$ cat src/rtl/display_formatter_pkg.sv
// display_formatter_pkg
//   Shared definitions for the display formatter slice: 7-segment codes in
//   a,b,c,d,e,f,g,dp order (bit 0 = segment a, 1 = lit), the formatter FSM
//   state type, and helpers for digit encoding and the double-dabble step.
//   No ports; imported by the interface users and the modules of this slice.
package display_formatter_pkg;

    localparam logic [0:7] SEG_0     = 8'b11111100;
    localparam logic [0:7] SEG_1     = 8'b01100000;
    localparam logic [0:7] SEG_2     = 8'b11011010;
    localparam logic [0:7] SEG_3     = 8'b11110010;
    localparam logic [0:7] SEG_4     = 8'b01100110;
    localparam logic [0:7] SEG_5     = 8'b10110110;
    localparam logic [0:7] SEG_6     = 8'b10111110;
    localparam logic [0:7] SEG_7     = 8'b11100000;
    localparam logic [0:7] SEG_8     = 8'b11111110;
    localparam logic [0:7] SEG_9     = 8'b11110110;
    localparam logic [0:7] SEG_MINUS = 8'b00000010;
    localparam logic [0:7] SEG_E     = 8'b10011110;
    localparam logic [0:7] SEG_R     = 8'b00001010;
    localparam logic [0:7] SEG_BLANK = 8'b00000000;

    // Five BCD nibbles cover the largest magnitude, 2^15 = 32768.
    localparam int BCD_BITS = 20;

    typedef enum logic [1:0] {
        IDLE = 2'd0,
        CONV = 2'd1,
        FMT  = 2'd2
    } FormatterState;

    // Map one BCD digit to its segment pattern; non-decimal codes go blank.
    function automatic logic [0:7] segOf(input logic [3:0] digit);
        logic [0:7] seg;
        case (digit)
            4'd0:    seg = SEG_0;
            4'd1:    seg = SEG_1;
            4'd2:    seg = SEG_2;
            4'd3:    seg = SEG_3;
            4'd4:    seg = SEG_4;
            4'd5:    seg = SEG_5;
            4'd6:    seg = SEG_6;
            4'd7:    seg = SEG_7;
            4'd8:    seg = SEG_8;
            4'd9:    seg = SEG_9;
            default: seg = SEG_BLANK;
        endcase
        return seg;
    endfunction

    // Double-dabble correction: any nibble of 5 or more gets 3 added so the
    // following left shift carries correctly into the next decimal digit.
    function automatic logic [BCD_BITS-1:0] dabbleAdjust(input logic [BCD_BITS-1:0] bcd);
        logic [BCD_BITS-1:0] adj;
        adj = bcd;
        for (int i = 0; i < BCD_BITS / 4; i++) begin
            if (bcd[i*4 +: 4] >= 4'd5) begin
                adj[i*4 +: 4] = bcd[i*4 +: 4] + 4'd3;
            end
        end
        return adj;
    endfunction

endpackage

$ cat src/rtl/display_formatter_if.sv
// display_formatter_if
//   Bundles the request/response and display signals of the formatter.
//   Value  : signed number to display (sampled only with Load)
//   Load   : conversion request
//   Busy   : conversion in progress
//   Done   : one-cycle pulse when oct0..oct3 update
//   oct0..oct3 : segment patterns, oct0 leftmost, oct3 units
//   master = requester / scanner side, slave = formatter side.
interface display_formatter_if #(parameter int WIDTH = 16);

    logic [WIDTH-1:0] Value;
    logic             Load;
    logic             Busy;
    logic             Done;
    logic [0:7]       oct0;
    logic [0:7]       oct1;
    logic [0:7]       oct2;
    logic [0:7]       oct3;

    modport master (
        output Value, Load,
        input  Busy, Done, oct0, oct1, oct2, oct3
    );

    modport slave (
        input  Value, Load,
        output Busy, Done, oct0, oct1, oct2, oct3
    );

endinterface

$ cat src/rtl/display_formatter_bin2bcd_seq.sv
// bin2bcd_seq
//   Sequential binary-to-BCD converter, one double-dabble shift per clock.
//   Clock : system clock
//   Reset : asynchronous, active-low
//   Start : load Mag and clear the BCD accumulator on this edge
//   Mag   : unsigned magnitude, WIDTH bits
//   Done  : high during the cycle whose closing edge performs the last shift
//   Bcd   : five-digit BCD result, valid after Done's edge, held until Start
module bin2bcd_seq
    import display_formatter_pkg::*;
#(
    parameter int WIDTH = 16
) (
    input  logic                Clock,
    input  logic                Reset,
    input  logic                Start,
    input  logic [WIDTH-1:0]    Mag,
    output logic                Done,
    output logic [BCD_BITS-1:0] Bcd
);

    localparam int CNT_W = $clog2(WIDTH);

    logic [BCD_BITS-1:0] bcdReg;
    logic [WIDTH-1:0]    magReg;
    logic [CNT_W-1:0]    shiftCount;
    logic                running;
    logic [BCD_BITS-1:0] bcdAdjusted;

    // The correction is applied to the current BCD value and the shift happens
    // on the same edge, so each edge performs one complete dabble step.
    always_comb begin
        bcdAdjusted = dabbleAdjust(bcdReg);
    end

    // Start wins over an ongoing run so a new load always begins cleanly.
    // Each running edge shifts {bcd, mag} left by one; after WIDTH shifts the
    // core stops and leaves the result in place for the formatter to read.
    always_ff @(posedge Clock or negedge Reset) begin
        if (!Reset) begin
            bcdReg     <= '0;
            magReg     <= '0;
            shiftCount <= '0;
            running    <= 1'b0;
        end else if (Start) begin
            bcdReg     <= '0;
            magReg     <= Mag;
            shiftCount <= '0;
            running    <= 1'b1;
        end else if (running) begin
            bcdReg     <= {bcdAdjusted[BCD_BITS-2:0], magReg[WIDTH-1]};
            magReg     <= {magReg[WIDTH-2:0], 1'b0};
            shiftCount <= shiftCount + CNT_W'(1);
            if (shiftCount == CNT_W'(WIDTH - 1)) begin
                running <= 1'b0;
            end
        end
    end

    // Done flags the final shift cycle so the owner can leave its conversion
    // state on the very edge that completes the result.
    assign Done = running && (shiftCount == CNT_W'(WIDTH - 1));
    assign Bcd  = bcdReg;

endmodule

$ cat src/rtl/display_formatter.sv
// display_formatter
//   Converts a signed WIDTH-bit value into four 7-segment patterns with
//   leading-zero blanking, a minus sign, and " Err" on overflow.
//   Clock : system clock
//   Reset : asynchronous, active-low; blanks the display and aborts conversion
//   bus   : display_formatter_if slave (Value, Load, Busy, Done, oct0..oct3)
//   Parameters: WIDTH (8..16), BLANK_LZ (1 = blank leading zeros).
module display_formatter
    import display_formatter_pkg::*;
#(
    parameter int WIDTH    = 16,
    parameter bit BLANK_LZ = 1'b1
) (
    input  logic                 Clock,
    input  logic                 Reset,
    display_formatter_if.slave   bus
);

    FormatterState       state;
    FormatterState       nextState;
    logic                accept;
    logic                busyInt;
    logic                fmtEdge;
    logic                negIn;
    logic [WIDTH-1:0]    magIn;
    logic                negReg;
    logic                coreDone;
    logic [BCD_BITS-1:0] coreBcd;
    logic [3:0]          d0, d1, d2, d3, d4;
    logic                overflow;
    logic [0:7]          signSeg;
    logic [0:7]          fmt0, fmt1, fmt2, fmt3;
    logic [0:7]          oct0Reg, oct1Reg, oct2Reg, oct3Reg;
    logic                doneReg;

    // Sign and magnitude of the incoming value. The magnitude is taken as an
    // unsigned WIDTH-bit number so the most negative input becomes 2^(WIDTH-1)
    // instead of wrapping back to itself.
    always_comb begin
        negIn = bus.Value[WIDTH-1];
        magIn = negIn ? (~bus.Value + WIDTH'(1)) : bus.Value;
    end

    // State register.
    always_ff @(posedge Clock or negedge Reset) begin
        if (!Reset) begin
            state <= IDLE;
        end else begin
            state <= nextState;
        end
    end

    // Next-state logic. FMT also accepts Load, which lets a held Load restart
    // immediately and gives a steady one-result-per-(WIDTH+1)-cycles cadence.
    always_comb begin
        nextState = state;
        case (state)
            IDLE:    nextState = bus.Load ? CONV : IDLE;
            CONV:    nextState = coreDone ? FMT : CONV;
            FMT:     nextState = bus.Load ? CONV : IDLE;
            default: nextState = IDLE;
        endcase
    end

    // Output decode: Busy covers only the shifting phase; a request is taken
    // whenever the converter is not busy.
    always_comb begin
        busyInt = (state == CONV);
        accept  = bus.Load && (state != CONV);
        fmtEdge = (state == FMT);
    end

    // The sign is captured with the request so later Value changes cannot
    // affect the conversion in flight.
    always_ff @(posedge Clock or negedge Reset) begin
        if (!Reset) begin
            negReg <= 1'b0;
        end else if (accept) begin
            negReg <= negIn;
        end
    end

    bin2bcd_seq #(.WIDTH(WIDTH)) u_bin2bcd (
        .Clock (Clock),
        .Reset (Reset),
        .Start (accept),
        .Mag   (magIn),
        .Done  (coreDone),
        .Bcd   (coreBcd)
    );

    // Formatting from the finished BCD digits. Overflow is judged on the
    // digits themselves: a nonzero ten-thousands digit means above 9999, and
    // for negatives a nonzero thousands digit too means there is no room for
    // the sign. With blanking, the sign sits just left of the leading digit.
    always_comb begin
        d0       = coreBcd[3:0];
        d1       = coreBcd[7:4];
        d2       = coreBcd[11:8];
        d3       = coreBcd[15:12];
        d4       = coreBcd[19:16];
        overflow = (!negReg && (d4 != 4'd0)) ||
                   (negReg && ((d4 != 4'd0) || (d3 != 4'd0)));
        signSeg  = negReg ? SEG_MINUS : SEG_BLANK;
        fmt0     = SEG_BLANK;
        fmt1     = SEG_BLANK;
        fmt2     = SEG_BLANK;
        fmt3     = SEG_BLANK;
        if (overflow) begin
            fmt1 = SEG_E;
            fmt2 = SEG_R;
            fmt3 = SEG_R;
        end else if (BLANK_LZ) begin
            fmt3 = segOf(d0);
            if (d3 != 4'd0) begin
                fmt0 = segOf(d3);
                fmt1 = segOf(d2);
                fmt2 = segOf(d1);
            end else if (d2 != 4'd0) begin
                fmt0 = signSeg;
                fmt1 = segOf(d2);
                fmt2 = segOf(d1);
            end else if (d1 != 4'd0) begin
                fmt1 = signSeg;
                fmt2 = segOf(d1);
            end else begin
                fmt2 = signSeg;
            end
        end else begin
            fmt0 = negReg ? SEG_MINUS : segOf(d3);
            fmt1 = segOf(d2);
            fmt2 = segOf(d1);
            fmt3 = segOf(d0);
        end
    end

    // Display registers change only on the FMT edge, together with the Done
    // pulse, so the scanner never sees a half-finished conversion.
    always_ff @(posedge Clock or negedge Reset) begin
        if (!Reset) begin
            oct0Reg <= SEG_BLANK;
            oct1Reg <= SEG_BLANK;
            oct2Reg <= SEG_BLANK;
            oct3Reg <= SEG_BLANK;
            doneReg <= 1'b0;
        end else begin
            doneReg <= fmtEdge;
            if (fmtEdge) begin
                oct0Reg <= fmt0;
                oct1Reg <= fmt1;
                oct2Reg <= fmt2;
                oct3Reg <= fmt3;
            end
        end
    end

    assign bus.Busy = busyInt;
    assign bus.Done = doneReg;
    assign bus.oct0 = oct0Reg;
    assign bus.oct1 = oct1Reg;
    assign bus.oct2 = oct2Reg;
    assign bus.oct3 = oct3Reg;

endmodule

$ cat src/flat_wrapper.sv
// flat-port wrapper written by rule: the top's interface ports become plain ports
module display_formatter_flat import display_formatter_pkg::*;
#(
    parameter int WIDTH    = 16,
    parameter bit BLANK_LZ = 1'b1
)
  (Clock, Reset, bus_Value, bus_Load, bus_Busy, bus_Done, bus_oct0, bus_oct1, bus_oct2, bus_oct3);
  display_formatter_if #(.WIDTH(WIDTH)) bus_i ();
  input  logic Clock;
  input  logic Reset;
  input wire logic [$bits(bus_i.Value)-1:0] bus_Value;
  input wire logic [$bits(bus_i.Load)-1:0] bus_Load;
  output wire logic [$bits(bus_i.Busy)-1:0] bus_Busy;
  output wire logic [$bits(bus_i.Done)-1:0] bus_Done;
  output wire logic [$bits(bus_i.oct0)-1:0] bus_oct0;
  output wire logic [$bits(bus_i.oct1)-1:0] bus_oct1;
  output wire logic [$bits(bus_i.oct2)-1:0] bus_oct2;
  output wire logic [$bits(bus_i.oct3)-1:0] bus_oct3;
  assign bus_i.Value = bus_Value;
  assign bus_i.Load = bus_Load;
  assign bus_Busy = bus_i.Busy;
  assign bus_Done = bus_i.Done;
  assign bus_oct0 = bus_i.oct0;
  assign bus_oct1 = bus_i.oct1;
  assign bus_oct2 = bus_i.oct2;
  assign bus_oct3 = bus_i.oct3;
  display_formatter #(.WIDTH(WIDTH), .BLANK_LZ(BLANK_LZ)) u_core (.Clock(Clock), .Reset(Reset), .bus(bus_i));
endmodule
$ cat config.mk
export PLATFORM = sky130hd
export DESIGN_NAME = display_formatter_flat
export DESIGN_NICKNAME = d
export VERILOG_FILES = /design/src/rtl/display_formatter_pkg.sv /design/src/rtl/display_formatter_if.sv /design/src/rtl/display_formatter_bin2bcd_seq.sv /design/src/rtl/display_formatter.sv /design/src/flat_wrapper.sv
export SDC_FILE = /design/constraint.sdc
export NUM_CORES = 1
export LEC_CHECK = 0
export ABC_CLOCK_PERIOD_IN_PS = 4720
export CAP_MARGIN = 20
export CORE_MARGIN = 8
export CORE_UTILIZATION = 59
export DETAILED_ROUTE_END_ITERATION = 16
export PLACE_DENSITY_LB_ADDON = 0.2
export SLEW_MARGIN = 40
export SYNTH_ARGS = -nofsm -noshare
export SYNTH_HDL_FRONTEND = slang
export SYNTH_HIERARCHICAL = 1
export SYNTH_SLANG_ARGS = --single-unit
$ cat constraint.sdc
create_clock -name Clock -period 4.72 [get_ports Clock]
set_clock_uncertainty 0.05 [all_clocks]
set_input_delay 0.944 -clock Clock [delete_from_list [all_inputs] [get_ports Clock]]
set_output_delay 0.944 -clock Clock [all_outputs]
set_load 0.01 [all_outputs]
==> results of run 1 <==
sequential cells by signal, indices dropped and copies added (netlist names):
signal                       cells
u_core/u_bin2bcd/running         1
u_core/u_bin2bcd/magReg         16
u_core/u_bin2bcd/shiftCount      4
u_core/bus.oct2                  7
u_core/bus.oct3                  7
u_core/bus.oct0                  7
u_core/u_bin2bcd/Bcd            20
u_core/bus.oct1                  7
u_core/state                     2
u_core/bus.Done                  1
u_core/negReg                    1
power by group through the flow:
stage,registers [mW],clock network [mW],logic [mW]
after detailed placement,1.16,0,1.34
final,1.15,0.454,1.35
after CTS,1.15,0.463,1.35
after floorplan,1.07,0,1.01
after global placement,1.14,0,1.29
after global routing,1.19,0.492,1.52
synthesized netlist by cell type, drive strengths merged, types with 3 or more instances:
cell type,number,share of area
nor3b,4,0.0088
and2,6,0.0083
xor2,7,0.013
o311ai,3,0.0058
nor2,30,0.025
nand2b,12,0.017
a22oi,3,0.0050
mux2i,20,0.044
buf,17,0.026
nand4,8,0.011
o31ai,3,0.0050
dfrtp,73,0.40
nor3,3,0.0033
o22ai,3,0.0041
a21oi,24,0.027
clkbuf,11,0.0091
nand3b,4,0.0066
a31oi,5,0.0069
o32ai,5,0.0096
or4,6,0.013
mux2,4,0.0099
nand3,10,0.011
nor2b,6,0.0083
ha,34,0.094
o21ai,58,0.065
xnor2,14,0.027
nand2,66,0.054
inv,35,0.029
nor4,3,0.0041
o41ai,3,0.0058
cell families (layout without fill, tap and decap cells):
group	Yosys count	count (layout)
simple gates	163	163
buf+inv	63	102
fa+ha+maj	34	34
compound gates	123	123
other cells	1	4
mux	24	24
flops	73	73
xor+xnor	21	21
layer usage:
layer,vias up,global-route usage
met5,-,0
met4,0,0.0610
met3,4,0.0477
met2,89,0.304
met1,1671,0.207
li1,1806,-
final timing paths:
kind | slack (ns) | startpoint | depth (start not counted) | to
max reg2reg | 2.06 | u_core/u_bin2bcd/Bcd[13] | 6 | u_core/bus.oct3[2]
min in group asynchronous | 0.51 | Reset | 1 | u_core/u_bin2bcd/Bcd[13]
max | 2.06 | u_core/u_bin2bcd/Bcd[13] | 6 | u_core/bus.oct3[2]
max in group asynchronous | 3.30 | Reset | 2 | u_core/u_bin2bcd/Bcd[3]
min | 0.42 | u_core/bus.oct1[2] | 2 | u_core/bus.oct1[2]
min reg2reg | 0.42 | u_core/bus.oct1[2] | 2 | u_core/bus.oct1[2]
metrics by stage:
| stage | util | area, um^2 |
|---|---|---|
| 6_report | 0.687 | 5220 |
| 5_1_grt | 0.687 | 5220 |
| 4_1_cts | 0.687 | 5220 |
| 3_5_place_dp | 0.663 | 5050 |
| 3_3_place_gp | 0.663 | 5040 |
| 2_1_floorplan | - | 4560 |
worst register-to-register path, cell delays in order (launching register included):
cell	delay [ns]
dfrtp_1	0.47
inv_1	0.18
ha_1	0.28
or3b_4	0.44
a211oi_4	0.63
nand2_1	0.28
o21ai_0	0.24
layout by cell type, fill, tap and decap left out, types with 5 or more instances in the layout:
master / instances
ha_1: 34
o32ai_1: 5
and2_1: 6
o21ai_0: 57
xnor2_1: 14
nand2_1: 66
clkdlybuf4s50_1: 47
nand3_1: 10
xor2_1: 7
nor2b_1: 6
mux2i_1: 20
nand2b_1: 12
a21oi_1: 23
inv_1: 33
a31oi_1: 5
buf_4: 5
nand4_1: 8
nor2_1: 29
dfrtp_1: 72
clkbuf_8: 9
final cells by class:
cell class / count / area [um^2]
clock buffers: 11 / 131
clock inverters: 4 / 45.0
fillers: 614 / 2380
inverters: 35 / 131
multi-input cells: 369 / 2450
flip-flops and latches: 73 / 1830
well taps: 102 / 128
repair buffers: 52 / 508
==> metrics.txt, run 1 <==
complex-gate fraction of the synthesized area=0.168; WP data required=4.92 ns; first-pass GRT wire length=16300 um; number of diodes=0; wl on met1=4060 um; pin count of the biggest net entering global routing=42; Skew-Pair Late Insertion Delay=0.34 ns; PortBufs=48; total chip power=2.95 mW; Max Root-Sink Buffers=2; vias in the first global route=3671; Slew HR=0.551; CP peak stage delay=0.63 ns; Core ar.=7610 um^2; clock network fraction of design power=0.154; Initial Utilization=0.598; die span in x=104 um; layout cell share with drive strength beyond 1=0.0699; Antenna Nets Post-Route=0; Residual DRC=0; pre-CTS worst setup slack=1.75 ns; post-synthesis mux area share=0.0539; Post-Syn Instances=502; hold_buf cts=0; WP buf/inv=1; Pins Over Slew Limit=0; WHS=0.424 ns; Switch Pwr=1.20 mW; Worst Slack Setup Final=2.06 ns; dpl cells=631; Core Rows=32; Sw Share=0.406; Avg Inst Size Synth=9.06 um^2; count of different cell masters after synthesis=57; status=complete, no violations; Final Setup Violations=0; Detailed Route Iter0 Violations=164; Critical Path End Type=flop; average wire per standard cell=13.9 um; Int Power=1.75 mW; htree depth=3; post-synthesis instance area=4550 um^2; Post-synth EDFFs=0; final wirelength=9010 um; Die ar.=10800 um^2; Hold Violations, Final=0; Global Route Usage Sum=0.176; predominant post-synthesis flop cell=dfrtp_1; Yosys reg bits=73; WP data arrival=2.87 ns; io pins=53; GP Congestion=0.818; TritonCTS clock tree=done; pwr dens=564 nW/um^2; Num Clock Sinks=73; Max Cap Violations=0; Synth Area in Simple Gates=0.178; Comb pwr share=0.457; nets@finish=593; Cell Chain, Critical Path=inv_1 > ha_1 > or3b_4 > a211oi_4 > nand2_1 > o21ai_0; CP startpoint kind=flop; Ys Warns=6; total number of vias=3570; Crit-path slowest cell=a211oi_4; Overflow after GRT=0; Max Used Layer=met4; Flop pwr share=0.389; post-synthesis adder-cell area fraction=0.0935; initial antenna violation count=0; RSZ-0062 raised after global routing=false; Final Non-Filler Cells=646; Clock Root Buffer=clkbuf_8; postcts setup bufs=0; TritonRoute pass-1 iters=4; clock-pin slew on the worst setup and hold paths=0.08 ns; worst-margin pin slew=0.671 ns; TritonCTS buffer count=9; family with the most delay on the worst path=compound AO/OA/AOI/OAI gates; drt via density=5.53; Achievable Freq=375 MHz; Worst VDD drop=0.216 mV; fraction of registers with async set/reset=1.00; sequential share of the synthesized area=0.402; Fin Setup TNS=0 ns; Layout area overhead=14.8%; WS Path Type=flop to flop; HP Class=flop to flop; CP Max Fanout=16; Die H=104 um; post_cts resized=0; Final Critical Period=2.66 ns; DP HPWL=6530 um; WL met2=4430 um; largest family of logic cells by synthesized area=simple AND/OR/NAND/NOR gates; met3 WL=446 um; Final Cycle Share=0.565; Pleak=2.39 nW; Synth Area in XOR/XNOR=0.0404
(Power assumes the default switching activity.)
==> run 2: changes to the inputs <==
Settings changed: ABC_CLOCK_PERIOD_IN_PS 4720 to 2500, CORE_UTILIZATION 59 to 57.
Clock period 4.72 ns to 2.5 ns, I/O delays scaled along.
==> metrics.txt, run 2 (synthesis gave the netlist of run 1 again) <==
Pleak=2.49 nW (+4.0%); drt via density=5.54 (+0.28%); TritonCTS buffer count=9 (unchanged); total chip power=5.59 mW (+90%); postcts setup bufs=0 (unchanged); pin count of the biggest net entering global routing=40 (-4.8%); DP Area=5210 um^2 (+3.3%); Fin Setup TNS=0 ns (unchanged); CP Max Fanout=8 (-8); Final Instance Area=5370 um^2 (+2.8%); TritonRoute pass-1 iters=5 (+1); Initial Utilization=0.589 (-0.00930); Core Rows=32 (unchanged); vias in the first global route=3685 (+0.38%); WHS=0.0905 ns (-0.333 ns); initial antenna violation count=0 (unchanged); die span in x=105 um (+1.5%); CP peak stage delay=0.45 ns (-0.18 ns); Antenna Nets Post-Route=0 (unchanged); post_cts resized=0 (unchanged); Max Cap Violations=0 (unchanged); Final Setup Violations=0 (unchanged); Die H=105 um (+1.5%); Cell Chain, Critical Path=inv_1 > ha_1 > or3b_4 > a211oi_4 > nand2_1 > o21ai_0; CP startpoint kind=flop; Crit-path slowest cell=a211oi_4; worst r2r dst=u_core/bus.oct3[0]; Worst VDD drop=0.446 mV (+110%); number of diodes=0 (unchanged); nets@finish=612 (+3.2%); DP HPWL=6920 um (+5.9%); Layout area overhead=18.0%; pwr dens=1040 nW/um^2 (+85%); WS Path Type=flop to flop; io pins=53 (unchanged); worst r2r src=u_core/u_bin2bcd/Bcd[13]; Clock Root Buffer=clkbuf_8; Slew HR=0.578 (+0.0264); layout cell share with drive strength beyond 1=0.101 (+0.0312); Num Clock Sinks=73 (unchanged); HP Class=primary input to async pin; status=complete, no violations; worst-margin pin slew=0.634 ns (-0.0375 ns); Final Critical Period=2.24 ns (-0.422 ns); Skew-Pair Late Insertion Delay=0.34 ns (about the same); RSZ-0062 raised after global routing=false; most common cell after layout, fill and taps aside=dfrtp_1; Hold Violations, Final=0 (unchanged); WP data arrival=2.45 ns (-0.42 ns); htree depth=3 (unchanged); R2R cell count=6 (unchanged); Global Route Usage Sum=0.173 (-0.00327); Residual DRC=0 (unchanged); Layout Utilization=0.695 (+0.00795); Overflow after GRT=0 (unchanged); hold_buf cts=0 (unchanged); Core ar.=7730 um^2 (+1.6%); clock-pin slew on the worst setup and hold paths=0.07 ns (about the same); max reg flops=20 (unchanged); top library cells by usage in the layout, fill and taps aside=72 x dfrtp_1, 66 x nand2_1, 57 x o21ai_0; # fillers=620 (+0.98%); Final Cycle Share=0.897 (+0.333); TritonCTS clock tree=done; PortBufs=48 (unchanged); Achievable Freq=446 MHz (+19%); WP data required=2.71 ns (-2.21 ns); final wirelength=9310 um (+3.3%); GP Congestion=0.843 (+3.1%); flop2flop setup slack=0.26 ns (-1.80 ns); total number of vias=3691 (+3.4%); average wire per standard cell=14.0 um (+0.21%); first-pass GRT wire length=16200 um (-0.21%); Detailed Route Iter0 Violations=199 (+21%); Die ar.=11100 um^2 (+3.0%); Critical Path End Type=flop; Pins Over Slew Limit=0 (unchanged); Max Root-Sink Buffers=2 (unchanged)
run 2: cell count changes in the layout (fill, tap and decap cells not counted), sizes merged:
cell,change
clkinv,+1
buf,+19
bufinv,-1
clkbuf,+1
run 2: worst max path at each step:
stage                                        start  slack, ns                     endpoint
after floorplan                      bus_Value[10]       0.51  u_core/u_bin2bcd/magReg[14]
after global placement               bus_Value[10]       0.05  u_core/u_bin2bcd/magReg[14]
after detailed placement             bus_Value[10]       0.02  u_core/u_bin2bcd/magReg[14]
after CTS                 u_core/u_bin2bcd/Bcd[13]       0.24           u_core/bus.oct3[2]
after global routing      u_core/u_bin2bcd/Bcd[13]       0.04           u_core/bus.oct3[0]
final                     u_core/u_bin2bcd/Bcd[13]       0.26           u_core/bus.oct3[0]
run 2: report_power, final:
part / switching (mW) / internal [mW] / leakage, nW / total (mW)
combinational: 1.45 / 1.33 / 1.45 / 2.78
sequential: 0.433 / 1.61 / 0.955 / 2.04
clock: 0.409 / 0.354 / 0.0839 / 0.763
run 2: critical path, delay by kind of cell (launching register included):
kind            cells  cell delay (ns)
fa+ha+maj           1             0.28
buf+inv             1             0.12
simple gates        2             0.65
flops               1             0.39
compound gates      2             0.67
run 2: cell type report:
class | count | area, um^2 | share of cell area
Multi-Input combinational cell | 369 | 2450 | 0.457
Timing Repair Buffer | 71 | 673 | 0.125
Inverter | 35 | 131 | 0.0245
Sequential cell | 73 | 1830 | 0.341
Clock inverter | 4 | 20.0 | 0.00373
Clock buffer | 12 | 135 | 0.0252
Tap cell | 102 | 128 | 0.0238
run 2: metrics by stage:
| step | setup WS (ns) | cells |
|---|---|---|
| floorplan | 0.514 | 505 |
| global placement | 0.0471 | 650 |
| detailed placement | 0.0200 | 650 |
| CTS | 0.244 | 666 |
| global route | 0.0366 | 666 |
| finish | 0.257 | 666 |
run 2: routing by layer:
metal  global-route usage  wire [um]  vias to the layer above
li1                     -          -                     1845
met1                0.195       4080                     1767
met3               0.0457        412                        7
met2                0.308       4740                       72
met5                    0          0                        -
met4               0.0622         80                        0
